File: src/rtl/ir_tx_pkg.sv
// Shared types and per-car defaults for the infrared packet transmitter.
// The transmitter itself is width-parametrised; the defaults below are plain integers.
package ir_tx_pkg;

    typedef enum logic [2:0] {
        S_IDLE,
        S_START,
        S_GAP,
        S_SELECT,
        S_BIT
    } tx_state_t;

    typedef struct packed {
        int unsigned div;
        int unsigned start_len;
        int unsigned select_len;
        int unsigned gap_len;
        int unsigned assert_len;
        int unsigned deassert_len;
    } car_cfg_t;

    // Yellow car at a 50 MHz system clock (40 kHz carrier).
    localparam car_cfg_t YELLOW_CFG = '{
        div:          1250,
        start_len:    88,
        select_len:   22,
        gap_len:      40,
        assert_len:   44,
        deassert_len: 22
    };

    localparam int MIN_DIV = 2;
    localparam int MIN_LEN = 1;

    function automatic logic is_burst(input tx_state_t s);
        return (s == S_START) || (s == S_SELECT) || (s == S_BIT);
    endfunction

endpackage

File: src/rtl/ir_burst_timer.sv
// Carrier phase and period counters for one FSM state of the IR transmitter.
// Reports the carrier level and a strobe on the last cycle of the state.
module ir_burst_timer #(
    parameter int DIV_W = 12,
    parameter int LEN_W = 8
) (
    input  logic             CLK,
    input  logic             RST,
    input  logic             restart,
    input  logic [DIV_W-1:0] div,
    input  logic [LEN_W-1:0] len,
    output logic             carrier,
    output logic             state_end
);

    logic [DIV_W-1:0] phase;
    logic [LEN_W-1:0] period;
    logic             phase_wrap;

    assign phase_wrap = (phase == div - DIV_W'(1));
    assign state_end  = phase_wrap && (period == len - LEN_W'(1));
    // First half of every carrier period is high, so each burst begins high.
    assign carrier    = (phase < (div >> 1));

    // NOTE: sequential state uses non-blocking assignments so every flop samples pre-edge values.
    always_ff @(posedge CLK) begin
        if (RST || restart) begin
            phase  <= '0;
            period <= '0;
        end else if (phase_wrap) begin
            phase  <= '0;
            period <= period + LEN_W'(1);
        end else begin
            phase  <= phase + DIV_W'(1);
        end
    end

endmodule

File: src/rtl/ir_packet_tx.sv
// IR packet transmitter: START, SELECT and command-bit bursts separated by gaps,
// with per-packet captured configuration and a one-deep pending request.
module ir_packet_tx
    import ir_tx_pkg::*;
#(
    parameter int CMD_BITS = 4,
    parameter int DIV_W    = 12,
    parameter int LEN_W    = 8
) (
    input  logic                CLK,
    input  logic                RST,
    input  logic                SEND_PACKET,
    input  logic [CMD_BITS-1:0] COMMAND,
    input  logic [DIV_W-1:0]    CARRIER_DIV,
    input  logic [LEN_W-1:0]    START_LEN,
    input  logic [LEN_W-1:0]    SELECT_LEN,
    input  logic [LEN_W-1:0]    GAP_LEN,
    input  logic [LEN_W-1:0]    ASSERT_LEN,
    input  logic [LEN_W-1:0]    DEASSERT_LEN,
    output logic                BUSY,
    output logic                DONE,
    output logic                IR_LED
);

    localparam int IDX_W = (CMD_BITS > 1) ? $clog2(CMD_BITS) : 1;

    tx_state_t state, state_nxt;
    tx_state_t after_gap, after_gap_nxt;
    logic [IDX_W-1:0] bit_idx, bit_idx_nxt;

    logic [CMD_BITS-1:0] cmd_sh;
    logic [DIV_W-1:0]    div_sh;
    logic [LEN_W-1:0]    start_sh, select_sh, gap_sh, assert_sh, deassert_sh;
    logic                pending;

    logic             start_pkt;
    logic [LEN_W-1:0] cur_len;
    logic             restart, carrier, state_end;
    logic             led_nxt, done_nxt;

    function automatic logic [LEN_W-1:0] clamp_len(input logic [LEN_W-1:0] v);
        return (v < LEN_W'(MIN_LEN)) ? LEN_W'(MIN_LEN) : v;
    endfunction

    function automatic logic [DIV_W-1:0] clamp_div(input logic [DIV_W-1:0] v);
        return (v < DIV_W'(MIN_DIV)) ? DIV_W'(MIN_DIV) : v;
    endfunction

    assign start_pkt = (state == S_IDLE) && (SEND_PACKET || pending);
    assign BUSY      = (state != S_IDLE);

    ir_burst_timer #(
        .DIV_W (DIV_W),
        .LEN_W (LEN_W)
    ) u_timer (
        .CLK       (CLK),
        .RST       (RST),
        .restart   (restart),
        .div       (div_sh),
        .len       (cur_len),
        .carrier   (carrier),
        .state_end (state_end)
    );

    always_ff @(posedge CLK) begin
        if (RST) begin
            state     <= S_IDLE;
            after_gap <= S_IDLE;
            bit_idx   <= '0;
            IR_LED    <= 1'b0;
            DONE      <= 1'b0;
        end else begin
            state     <= state_nxt;
            after_gap <= after_gap_nxt;
            bit_idx   <= bit_idx_nxt;
            IR_LED    <= led_nxt;
            DONE      <= done_nxt;
        end
    end

    // NOTE: shadow registers are data-only and always loaded before use, so they carry no reset.
    always_ff @(posedge CLK) begin
        if (start_pkt) begin
            cmd_sh      <= COMMAND;
            div_sh      <= clamp_div(CARRIER_DIV);
            start_sh    <= clamp_len(START_LEN);
            select_sh   <= clamp_len(SELECT_LEN);
            gap_sh      <= clamp_len(GAP_LEN);
            assert_sh   <= clamp_len(ASSERT_LEN);
            deassert_sh <= clamp_len(DEASSERT_LEN);
        end
    end

    // Requests while idle start immediately, so only busy-time requests are remembered.
    always_ff @(posedge CLK) begin
        if (RST || state == S_IDLE) begin
            pending <= 1'b0;
        end else if (SEND_PACKET) begin
            pending <= 1'b1;
        end
    end

    // NOTE: every combinational output gets a default first so no latch is inferred.
    always_comb begin
        state_nxt     = state;
        after_gap_nxt = after_gap;
        bit_idx_nxt   = bit_idx;
        case (state)
            S_IDLE: begin
                if (start_pkt) state_nxt = S_START;
            end
            S_START: begin
                if (state_end) begin
                    state_nxt     = S_GAP;
                    after_gap_nxt = S_SELECT;
                end
            end
            S_SELECT: begin
                if (state_end) begin
                    state_nxt     = S_GAP;
                    after_gap_nxt = S_BIT;
                    bit_idx_nxt   = '0;
                end
            end
            S_BIT: begin
                if (state_end) begin
                    state_nxt = S_GAP;
                    if (bit_idx == IDX_W'(CMD_BITS - 1)) begin
                        after_gap_nxt = S_IDLE;
                    end else begin
                        after_gap_nxt = S_BIT;
                        bit_idx_nxt   = bit_idx + IDX_W'(1);
                    end
                end
            end
            S_GAP: begin
                if (state_end) state_nxt = after_gap;
            end
            default: begin
                state_nxt = S_IDLE;
            end
        endcase
    end

    // Kept apart from the output process: the timer's end strobe depends on it.
    always_comb begin
        cur_len = gap_sh;
        case (state)
            S_START:  cur_len = start_sh;
            S_SELECT: cur_len = select_sh;
            S_BIT:    cur_len = cmd_sh[bit_idx] ? assert_sh : deassert_sh;
            default:  cur_len = gap_sh;
        endcase
    end

    always_comb begin
        restart  = (state == S_IDLE) || state_end;
        led_nxt  = is_burst(state) && carrier;
        done_nxt = (state == S_GAP) && (after_gap == S_IDLE) && state_end;
    end

endmodule
File: config.mk
export PLATFORM = sky130hd
export DESIGN_NAME = ir_packet_tx
export DESIGN_NICKNAME = d
export VERILOG_FILES = /design/src/rtl/ir_tx_pkg.sv /design/src/rtl/ir_burst_timer.sv /design/src/rtl/ir_packet_tx.sv
export SDC_FILE = /design/constraint.sdc
export NUM_CORES = 1
export LEC_CHECK = 0
export CAP_MARGIN = 20
export CORE_MARGIN = 8
export CORE_UTILIZATION = 39
export CTS_CLUSTER_DIAMETER = 60
export CTS_CLUSTER_SIZE = 30
export DETAILED_ROUTE_END_ITERATION = 10
export SETUP_SLACK_MARGIN = 0.1
export SYNTH_ARGS = -nofsm -noshare
export SYNTH_HDL_FRONTEND = slang
export SYNTH_SLANG_ARGS = --single-unit
File: constraint.sdc
create_clock -name CLK -period 5.6 [get_ports CLK]
set_input_delay 0.84 -clock CLK [delete_from_list [all_inputs] [get_ports CLK]]
set_output_delay 0.84 -clock CLK [all_outputs]
set_load 0.02 [all_outputs]
# Word level (Yosys, flattened, before mapping)
# Index checks and enable logic that the tools add are counted.
dict set report op_classes {
  addsub 5
  magnitude_cmp 8
  n_eq_ne 14
  n_mux 17
  reduce_logical 21
}
# op count
set ops {}
lappend ops {{$lt 8x1->1 const B} 5}
lappend ops {{$pmux 8 s3} 1}
lappend ops {{$mux 3} 7}
lappend ops {{$pmux 3 s3} 2}
lappend ops {{$add 12x1->12 const B} 1}
lappend ops {{$eq 12x12->1} 1}
lappend ops {{$lt 12x11->1} 1}
lappend ops {{$lt 12x2->1 const B} 1}
lappend ops {{$ne 2x2->1 const B} 6}
lappend ops {{$sub 12x1->12 const B} 1}
lappend ops {{$add 8x1->8 const B} 1}
lappend ops {{$eq 8x8->1} 1}
lappend ops {{$mux 8} 1}
lappend ops {{$reduce_and 4->1} 2}
lappend ops {{$sub 8x1->8 const B} 1}
lappend ops {{$eq 3x2->1 const B} 2}
lappend ops {{$logic_not 3->1} 2}
lappend ops {{$logic_or 1x1->1} 6}
lappend ops {{$mux 2} 3}
lappend ops {{$reduce_bool 3->1} 2}
lappend ops {{$logic_and 1x1->1} 5}
lappend ops {{$pmux 2 s2} 1}
lappend ops {{$eq 3x1->1 const B} 1}
lappend ops {{$eq 3x3->1 const B} 1}
lappend ops {{10 further kinds} 10}
dict set report totals {
  regBits 87
  output_inout_bits 3
  wordCells 80
}

# Logic depth before layout (Yosys ltp)
# Gate-level depths: netlist (run 1).
dict set report logic_depth {
  word_depth 10
  ltp_mapped 16
  mapped_depth_nobuf 13
}

# Modules after synthesis
# From an unflattened synthesis (run 1), not the netlist that was laid out.
dict set report hier_totals {
  hier_cells 486
  hier_area_um2 4755.8
}
# mod instances cells_per_inst area_each_um2 seq_area_each_um2
set by_module_without_submodules {}
lappend by_module_without_submodules {ir_packet_tx 1 253 2965.3 1881.8}
lappend by_module_without_submodules {ir_burst_timer 1 233 1790.5 400.4}

# Least setup slack after synthesis (run 1)
# No wires, ideal clock.
dict set report synth_path {
  path_kind {reg-to-reg}
  start {register state[2]}
  end {register assert_sh[0], enable pin}
  setup_time_ns 0.471
  arrival_ns 3.488
  required_ns 5.129
  slack_ns 1.641
  path_stages_with_launch 6
  path_cell_list {dfxtp_1 > buf_2 > clkbuf_1 > nor3_1 > inv_1 > nor2_1}
}
dict set report synth_between {
  elab_chain_len 2
}
# item line_no
set synth_lines {}
lappend synth_lines {{from (decl)} ir_packet_tx.sv:27} ;# tx_state_t state, state_nxt;
lappend synth_lines {{from (signal assigned)} ir_packet_tx.sv:73} ;# state <= state_nxt;
lappend synth_lines {{$logic_not 3->1} ir_packet_tx.sv:49} ;# assign start_pkt = (state == S_IDLE) && (SEND_PACKET || pending);
lappend synth_lines {{$logic_and 1x1->1} ir_packet_tx.sv:49}
lappend synth_lines {{via start_pkt} ir_packet_tx.sv:36} ;# logic start_pkt;
lappend synth_lines {{to (signal assigned)} ir_packet_tx.sv:89} ;# assert_sh <= clamp_len(ASSERT_LEN);
lappend synth_lines {{to (decl)} ir_packet_tx.sv:33} ;# logic [LEN_W-1:0] start_sh, select_sh, gap_sh, assert_sh, deassert_sh;
# The timed path passes the listed nets, and every way through them passes these cells.
# A chain may end at the register's enable or synchronous reset.

# Final worst setup path (run 1)
dict set report layout_path {
  start {register state[0]}
  end {register state[2]}
}
dict set report layout_between {
  elab_chain_len 7
}
# item line_no
set layout_lines {}
lappend layout_lines {{$eq 3x3->1 (tied with other cells)} {ir_packet_tx.sv:108, ir_packet_tx.sv:148}}
lappend layout_lines {{$pmux 8 s3} ir_packet_tx.sv:148} ;# case (state)
lappend layout_lines {{$sub 8x1->8} ir_burst_timer.sv:21} ;# assign state_end = phase_wrap && (period == len - LEN_W'(1));
lappend layout_lines {{$eq 8x8->1} ir_burst_timer.sv:21}
lappend layout_lines {{$logic_and 1x1->1} ir_burst_timer.sv:21}
lappend layout_lines {{$ne 2x2->1 (no line) / $ne 2x1->1 (equally long branches)} --}
lappend layout_lines {{$reduce_and 3->1 (no line)} --}
# Several ways; a longest one is shown, not always the timed one.

==> results of run 1 <==
## placed cells by master, fill, tap and decap left out, drive strengths merged, types with 12 or more instances in the layout
cell,instances
clkdlybuf4s50,61
edfxtp,56
nor2,40
dfxtp,30
inv,23
xnor2,22
xor2,21
nand2,19
mux2i,18
nor3,18
nand3,17
ha,15
o21ai,14
nor4,12
## path summary, 6_finish.rpt
| kind | start | endpoint | slack [ns] | depth (start not counted) |
|---|---|---|---|---|
| hold reg to reg | bit_idx[1]$_SDFFE_PP0P_ | bit_idx[1]$_SDFFE_PP0P_ | 0.51 | 2 |
| setup reg to reg | state[0]$_SDFFE_PP0P_ | state[2]$_SDFFE_PP0P_ | 1.56 | 12 |
| hold / removal | bit_idx[1]$_SDFFE_PP0P_ | bit_idx[1]$_SDFFE_PP0P_ | 0.51 | 2 |
| setup / recovery | state[0]$_SDFFE_PP0P_ | state[2]$_SDFFE_PP0P_ | 1.56 | 12 |
## flip-flops by register name, summed over array words and instances (netlist names)
name,count
DONE,1
IR_LED,1
after_gap,2
assert_sh,8
bit_idx,2
cmd_sh,4
deassert_sh,8
div_sh,12
gap_sh,8
pending,1
select_sh,8
start_sh,8
state,3
u_timer.period,8
u_timer.phase,12
## final cells by class
class / instances / area, µm²
sequential: 86 / 2280
clock buffer: 9 / 225
tap: 147 / 184
inverter: 22 / 82.6
timing repair buffer: 62 / 618
multi-input combinational: 294 / 2110
fill: 1072 / 6290
clock inverter: 7 / 73.8
## worst max-delay path, cell delays in order (launching register included)
cell	delay (ns)
dfxtp_1	0.67
nor2b_1	0.59
a21oi_1	0.16
a22oi_1	0.37
inv_1	0.09
ha_1	0.25
nand4_2	0.12
mux2_4	0.31
mux2i_1	0.12
a21oi_1	0.10
nor3b_1	0.73
nand4b_1	0.19
a211oi_1	0.26
## synth_stat cells, types with 7 or more instances
| cell type | instances |
|---|---|
| a21o_1 | 9 |
| a21oi_1 | 9 |
| and3_1 | 8 |
| clkbuf_1 | 53 |
| dfxtp_1 | 30 |
| edfxtp_1 | 56 |
| ha_1 | 15 |
| inv_1 | 22 |
| mux2_2 | 7 |
| mux2i_1 | 18 |
| nand2_1 | 19 |
| nand2b_1 | 7 |
| nand3_1 | 17 |
| nor2_1 | 40 |
| nor3_1 | 17 |
| nor4_1 | 10 |
| o21ai_0 | 14 |
| xnor2_1 | 22 |
| xor2_1 | 21 |
## power breakdown
part	switching, mW	internal, mW	total (mW)
Combinational	0.0838	0.0870	0.171
Sequential	0.0180	0.712	0.730
Clock	0.251	0.346	0.597
## logic make-up (layout without fill, tap and decap cells)
kind of cell | count (synthesis) | count (layout) | synth area share
compound gates | 58 | 58 | 0.0895
xor+xnor | 43 | 43 | 0.0802
fa+ha+maj | 15 | 15 | 0.0400
buf+inv | 81 | 100 | 0.0674
flops | 86 | 86 | 0.486
mux | 29 | 29 | 0.0695
simple gates | 149 | 149 | 0.168
## metal layers
metal  part of all wire  routed length (µm)  vias to the layer above
li1                   -                   -                     1639
met1               0.45                4370                     1486
met2               0.48                4650                       70
met3              0.050                 484                       15
met4              0.021                 205                        0
met5                  0                   0                        -
## metrics by stage
step	cell area [µm²]	hold WS (ns)	setup WS, ns	utilization
3_5_place_dp	5270	0.505	1.65	0.445
3_3_place_gp	5270	0.504	1.80	0.445
6_report	5570	0.509	1.56	0.470
4_1_cts	5570	0.514	1.62	0.470
2_1_floorplan	4700	0.442	1.64	-
5_1_grt	5570	0.541	1.21	0.470
==> out/metrics.cfg, run 1 <==
[die]
rows = 40
die_w_um = 126
die_h_um = 126
initial_core_util = 0.396
io_pins = 62
fp.dieArea_um2 = 15800
core-area_um2 = 11900

[synthesis]
synth_top_area_share = 0.358
yosysWarnings = 0
synth_edf_count = 56
ys_ff_latch = 86
async_flop_share = 0
synth_seq_area_share = 0.486
ys.flop_type = edfxtp_1
synth_nets = 535
yosys-top-cells-area = edfxtp_1, dfxtp_1, clkbuf_1
yosysTopAreaCell = edfxtp_1
synth_cell_type_count = 57
synth_cells = 461
syn_area_um2 = 4700
avgSynthCellArea_um2 = 10.2

[clocking]
insertion_delay_ns = 0.35
post_cts_resize_count = 0
hold_buffers = 0
path_clk_slew_ns = 0.06
cts_tree = built
clockRootBuffer = clkbuf_16
cts_buffers = 9
clockBufferDepth = 2
htreeDepth = 3
cts.sinks = 86
cts_setup_buffers = 0

[pwr]
powerDensity_nw_per_um2 = 269
leakagePower_nw = 2.02
power_mw = 1.50
irDropWorstVdd_v = 0.000218

[sta]
fin_crit_sh = 0.722
fin_crit_ns = 4.04
rsz0062_at_grt = false
clock_skew_ns = 0.00733
tns_ns = 0
setup_viol = 0
worstMarginPinSlew_ns = 0.887
fmax_mhz = 247
max-slew-margin-rel = 0.407
hold_viol = 0
report.final.slew_viol_count = 0

[critical_path]
cp.arrival_ns = 4.30
start_kind = flop
criticalPathCategory = reg -> reg
required_ns = 5.86
crit_fanout = 18
worst_setup_path_end_kind = flop

[global_routing]
use_met1 = 0.156
top_usage_layer = met2
antenna_found_initial = 0
grt_max_degree = 45
met3_usage = 0.0460
globalRoute.totalOverflow = 0
grt_use_total = 0.128
use_met2 = 0.201
grt_pass1_wl_um = 16300
grt_pass1_vias = 3259

[min_path]
hp-class = reg -> reg

[route]
num_vias = 3210
antenna_left = 0
wl_per_cell_um = 15.5
dr.pass1.iters = 4
vias_per_cell = 5.12
drcViolationCount = 0
drt_iter0_drc = 170
wl_um = 9710

[placed_design]
gp_congestion = 0.830
hpwl_um = 7500
numPortBuffers = 61
dp_cells = 611

[cells_and_area]
drive_above_1_share = 0.0833
antenna_cells = 0
syn_to_final_growth_pct = 18.6
nNetsFinal = 549
stdcell_count = 627

[run]
cap_violations = 0

[status]
status = completed

No activity file was read; power rests on OpenSTA's default activity.
==> inputs of run 2 (changes only) <==
==> constraint.sdc (replaced) <==
create_clock -name CLK -period 3.4 [get_ports CLK]
set_input_delay 0.51 -clock CLK [delete_from_list [all_inputs] [get_ports CLK]]
set_output_delay 0.51 -clock CLK [all_outputs]
set_load 0.02 [all_outputs]
==> out/metrics.cfg, run 2 (synthesis gave the netlist of run 1 again) <==
[sta]
worstMarginPinSlew_ns = 0.708  ; was 0.887 ns
whs_ns = 0.497  ; was 0.509 ns
hold_viol = 0  ; unchanged
fin_crit_ns = 3.35  ; was 4.04 ns
tns_ns = 0  ; unchanged
fin_crit_sh = 0.986  ; was 0.722
rsz0062_at_grt = true  ; was false
report.final.slew_viol_count = 0  ; unchanged
setup_viol = 0  ; unchanged
max-slew-margin-rel = 0.528  ; was 0.407
clock_skew_ns = 0.00779  ; was 0.00733 ns
fmax_mhz = 298  ; was 247 MHz

[die]
io_pins = 62  ; unchanged
die_h_um = 126  ; unchanged
die_w_um = 126  ; unchanged
fp.dieArea_um2 = 15800  ; unchanged
initial_core_util = 0.396  ; unchanged
core-area_um2 = 11900  ; unchanged
rows = 40  ; unchanged

[placed_design]
gp_congestion = 0.803  ; was 0.830
dp_cells = 644  ; was 611
hpwl_um = 7830  ; was 7500 µm
numPortBuffers = 61  ; unchanged

[cells_and_area]
syn_to_final_growth_pct = 26.6  ; was 18.6%
fillerInstances = 1061  ; was 1072
final_common_cell = clkdlybuf4s50_1  ; unchanged
stdcell_count = 668  ; was 627
largestRegisters = div_sh x12, u_timer.phase x12  ; unchanged
antenna_cells = 0  ; unchanged
layout_common_cells = clkdlybuf4s50_1, edfxtp_1, buf_4  ; was clkdlybuf4s50_1, edfxtp_1, nor2_1
nNetsFinal = 590  ; was 549
multi_input_area_um2 = 2190  ; was 2110 µm²
drive_above_1_share = 0.184  ; was 0.0833
seq_area_um2 = 2280  ; about the same

[pwr]
powerDensity_nw_per_um2 = 409  ; was 269 nW/µm²
seq_power_share = 0.492  ; was 0.487
p_comb_frac = 0.139  ; was 0.114
p_clk_frac = 0.369  ; was 0.399
p_sw_frac = 0.240  ; was 0.236
switchingPower_mw = 0.583  ; was 0.353 mW
leakagePower_nw = 2.23  ; was 2.02 nW
p_int_mw = 1.85  ; was 1.14 mW
irDropWorstVdd_v = 0.000510  ; was 0.000218 V
power_mw = 2.43  ; was 1.50 mW

[critical_path]
start_kind = flop  ; unchanged
r2r_start = bit_idx[0]$_SDFFE_PP0P_  ; was state[0]$_SDFFE_PP0P_
cp.arrival_ns = 3.61  ; was 4.30 ns
reg2reg_depth = 12  ; unchanged
r2r_end = bit_idx[0]$_SDFFE_PP0P_  ; was state[2]$_SDFFE_PP0P_
reg2reg_slack_ns = 0.05  ; was 1.56 ns
required_ns = 3.66  ; was 5.86 ns
crit_fanout = 4  ; was 18
criticalPathCategory = reg -> reg  ; unchanged
worst_setup_path_end_kind = flop  ; unchanged

[global_routing]
grt_pass1_wl_um = 16800  ; was 16300 µm
grt_max_degree = 57  ; was 45
antenna_found_initial = 0  ; unchanged
grt_use_total = 0.131  ; was 0.128
grt_pass1_vias = 3579  ; was 3259
globalRoute.totalOverflow = 0  ; unchanged

[min_path]
holdPathEnd = DONE$_SDFF_PP0_  ; was bit_idx[1]$_SDFFE_PP0P_
whs_path_depth = 1  ; was 2
hold_start = after_gap[2]$_SDFFE_PP0P_  ; was bit_idx[1]$_SDFFE_PP0P_
hp-class = reg -> reg  ; unchanged

[route]
drt_iter0_drc = 184  ; was 170
drcViolationCount = 0  ; unchanged
vias_per_cell = 5.05  ; was 5.12
wl_per_cell_um = 15.2  ; was 15.5 µm
dr.pass1.iters = 4  ; unchanged
antenna_left = 0  ; unchanged
num_vias = 3373  ; was 3210
wl_um = 10200  ; was 9710 µm

[status]
status = completed  ; unchanged

[clocking]
cts_tree = built  ; unchanged
insertion_delay_ns = 0.34  ; was 0.35 ns
cts.sinks = 86  ; unchanged
htreeDepth = 3  ; unchanged
clockBufferDepth = 2  ; unchanged
hold_buffers = 0  ; unchanged
clockRootBuffer = clkbuf_16  ; unchanged
path_clk_slew_ns = 0.06  ; about the same
cts_buffers = 9  ; unchanged

[run]
cap_violations = 0  ; unchanged

## run 2: cell types whose count changed in the layout (fill, tap and decap cells not counted), moves of 2 or more
cell	change
or3b_4	+2
o21ai_0	-3
a22oi_2	+2
o21ai_1	+2
buf_4	+40
ha_2	+2
nor4_1	-2
a22oi_1	-2
ha_1	-2
## run 2: per-stage QoR
step                      utilization  setup WS [ns]  cell area [µm²]
after floorplan                     -         0.0845             4720
after global placement          0.467        0.00853             5540
after detailed placement        0.467        -0.0362             5540
after CTS                       0.496         0.0644             5890
after global routing            0.501        -0.0659             5950
final                           0.501         0.0463             5950
## run 2: worst max-delay path, cell delays in order (launching register included)
cell and delay (ns):
dfxtp_2 0.34, mux4_2 0.60, buf_6 0.17, mux2_4 0.30
a21oi_4 0.15, buf_4 0.12, nand2_1 0.05, mux2_4 0.27
mux2i_1 0.13, a21oi_1 0.10, or3b_4 0.42, or4_4 0.50
a21oi_2 0.13
## run 2: worst max path at each step
stage	from	endpoint	slack, ns
floorplan	bit_idx[0]$_SDFFE_PP0P_	bit_idx[0]$_SDFFE_PP0P_	0.08
global placement	bit_idx[0]$_SDFFE_PP0P_	bit_idx[0]$_SDFFE_PP0P_	0.009
detailed placement	cmd_sh[2]$_DFFE_PP_	bit_idx[0]$_SDFFE_PP0P_	-0.04
CTS	bit_idx[0]$_SDFFE_PP0P_	bit_idx[0]$_SDFFE_PP0P_	0.06
global route	cmd_sh[2]$_DFFE_PP_	bit_idx[0]$_SDFFE_PP0P_	-0.07
finish	bit_idx[0]$_SDFFE_PP0P_	bit_idx[0]$_SDFFE_PP0P_	0.05
## run 2: metal layers
layer | wire length (µm) | global-route usage | share of wire
met1 | 4590 | 0.148 | 0.45
met5 | 0 | 0 | 0
met4 | 156 | 0.0517 | 0.015
met3 | 324 | 0.0384 | 0.032
met2 | 5100 | 0.229 | 0.50
## run 2: area by class of cell
cell class                 count  area share
clock buffer                   9      0.0379
clock inverter                 7     0.00842
inverter                      22      0.0139
multi-input combinational    294       0.369
sequential                    86       0.384
tap                          147      0.0309
timing repair buffer         103       0.156
## run 2: repair_timing
action,4_1_cts,5_1_grt
buffers inserted,6,2
pin swaps,9,5
gates resized for setup,7,10
endpoints found under the setup margin,11,15
## run 2: power groups by stage
stage                     Combinational, mW  Sequential, mW  Clock (mW)
after global placement                0.311            1.22           0
after detailed placement              0.317            1.22           0
final                                 0.337            1.20       0.898
after floorplan                       0.187            1.21           0
after CTS                             0.330            1.20       0.921
after global routing                  0.368            1.20       0.965
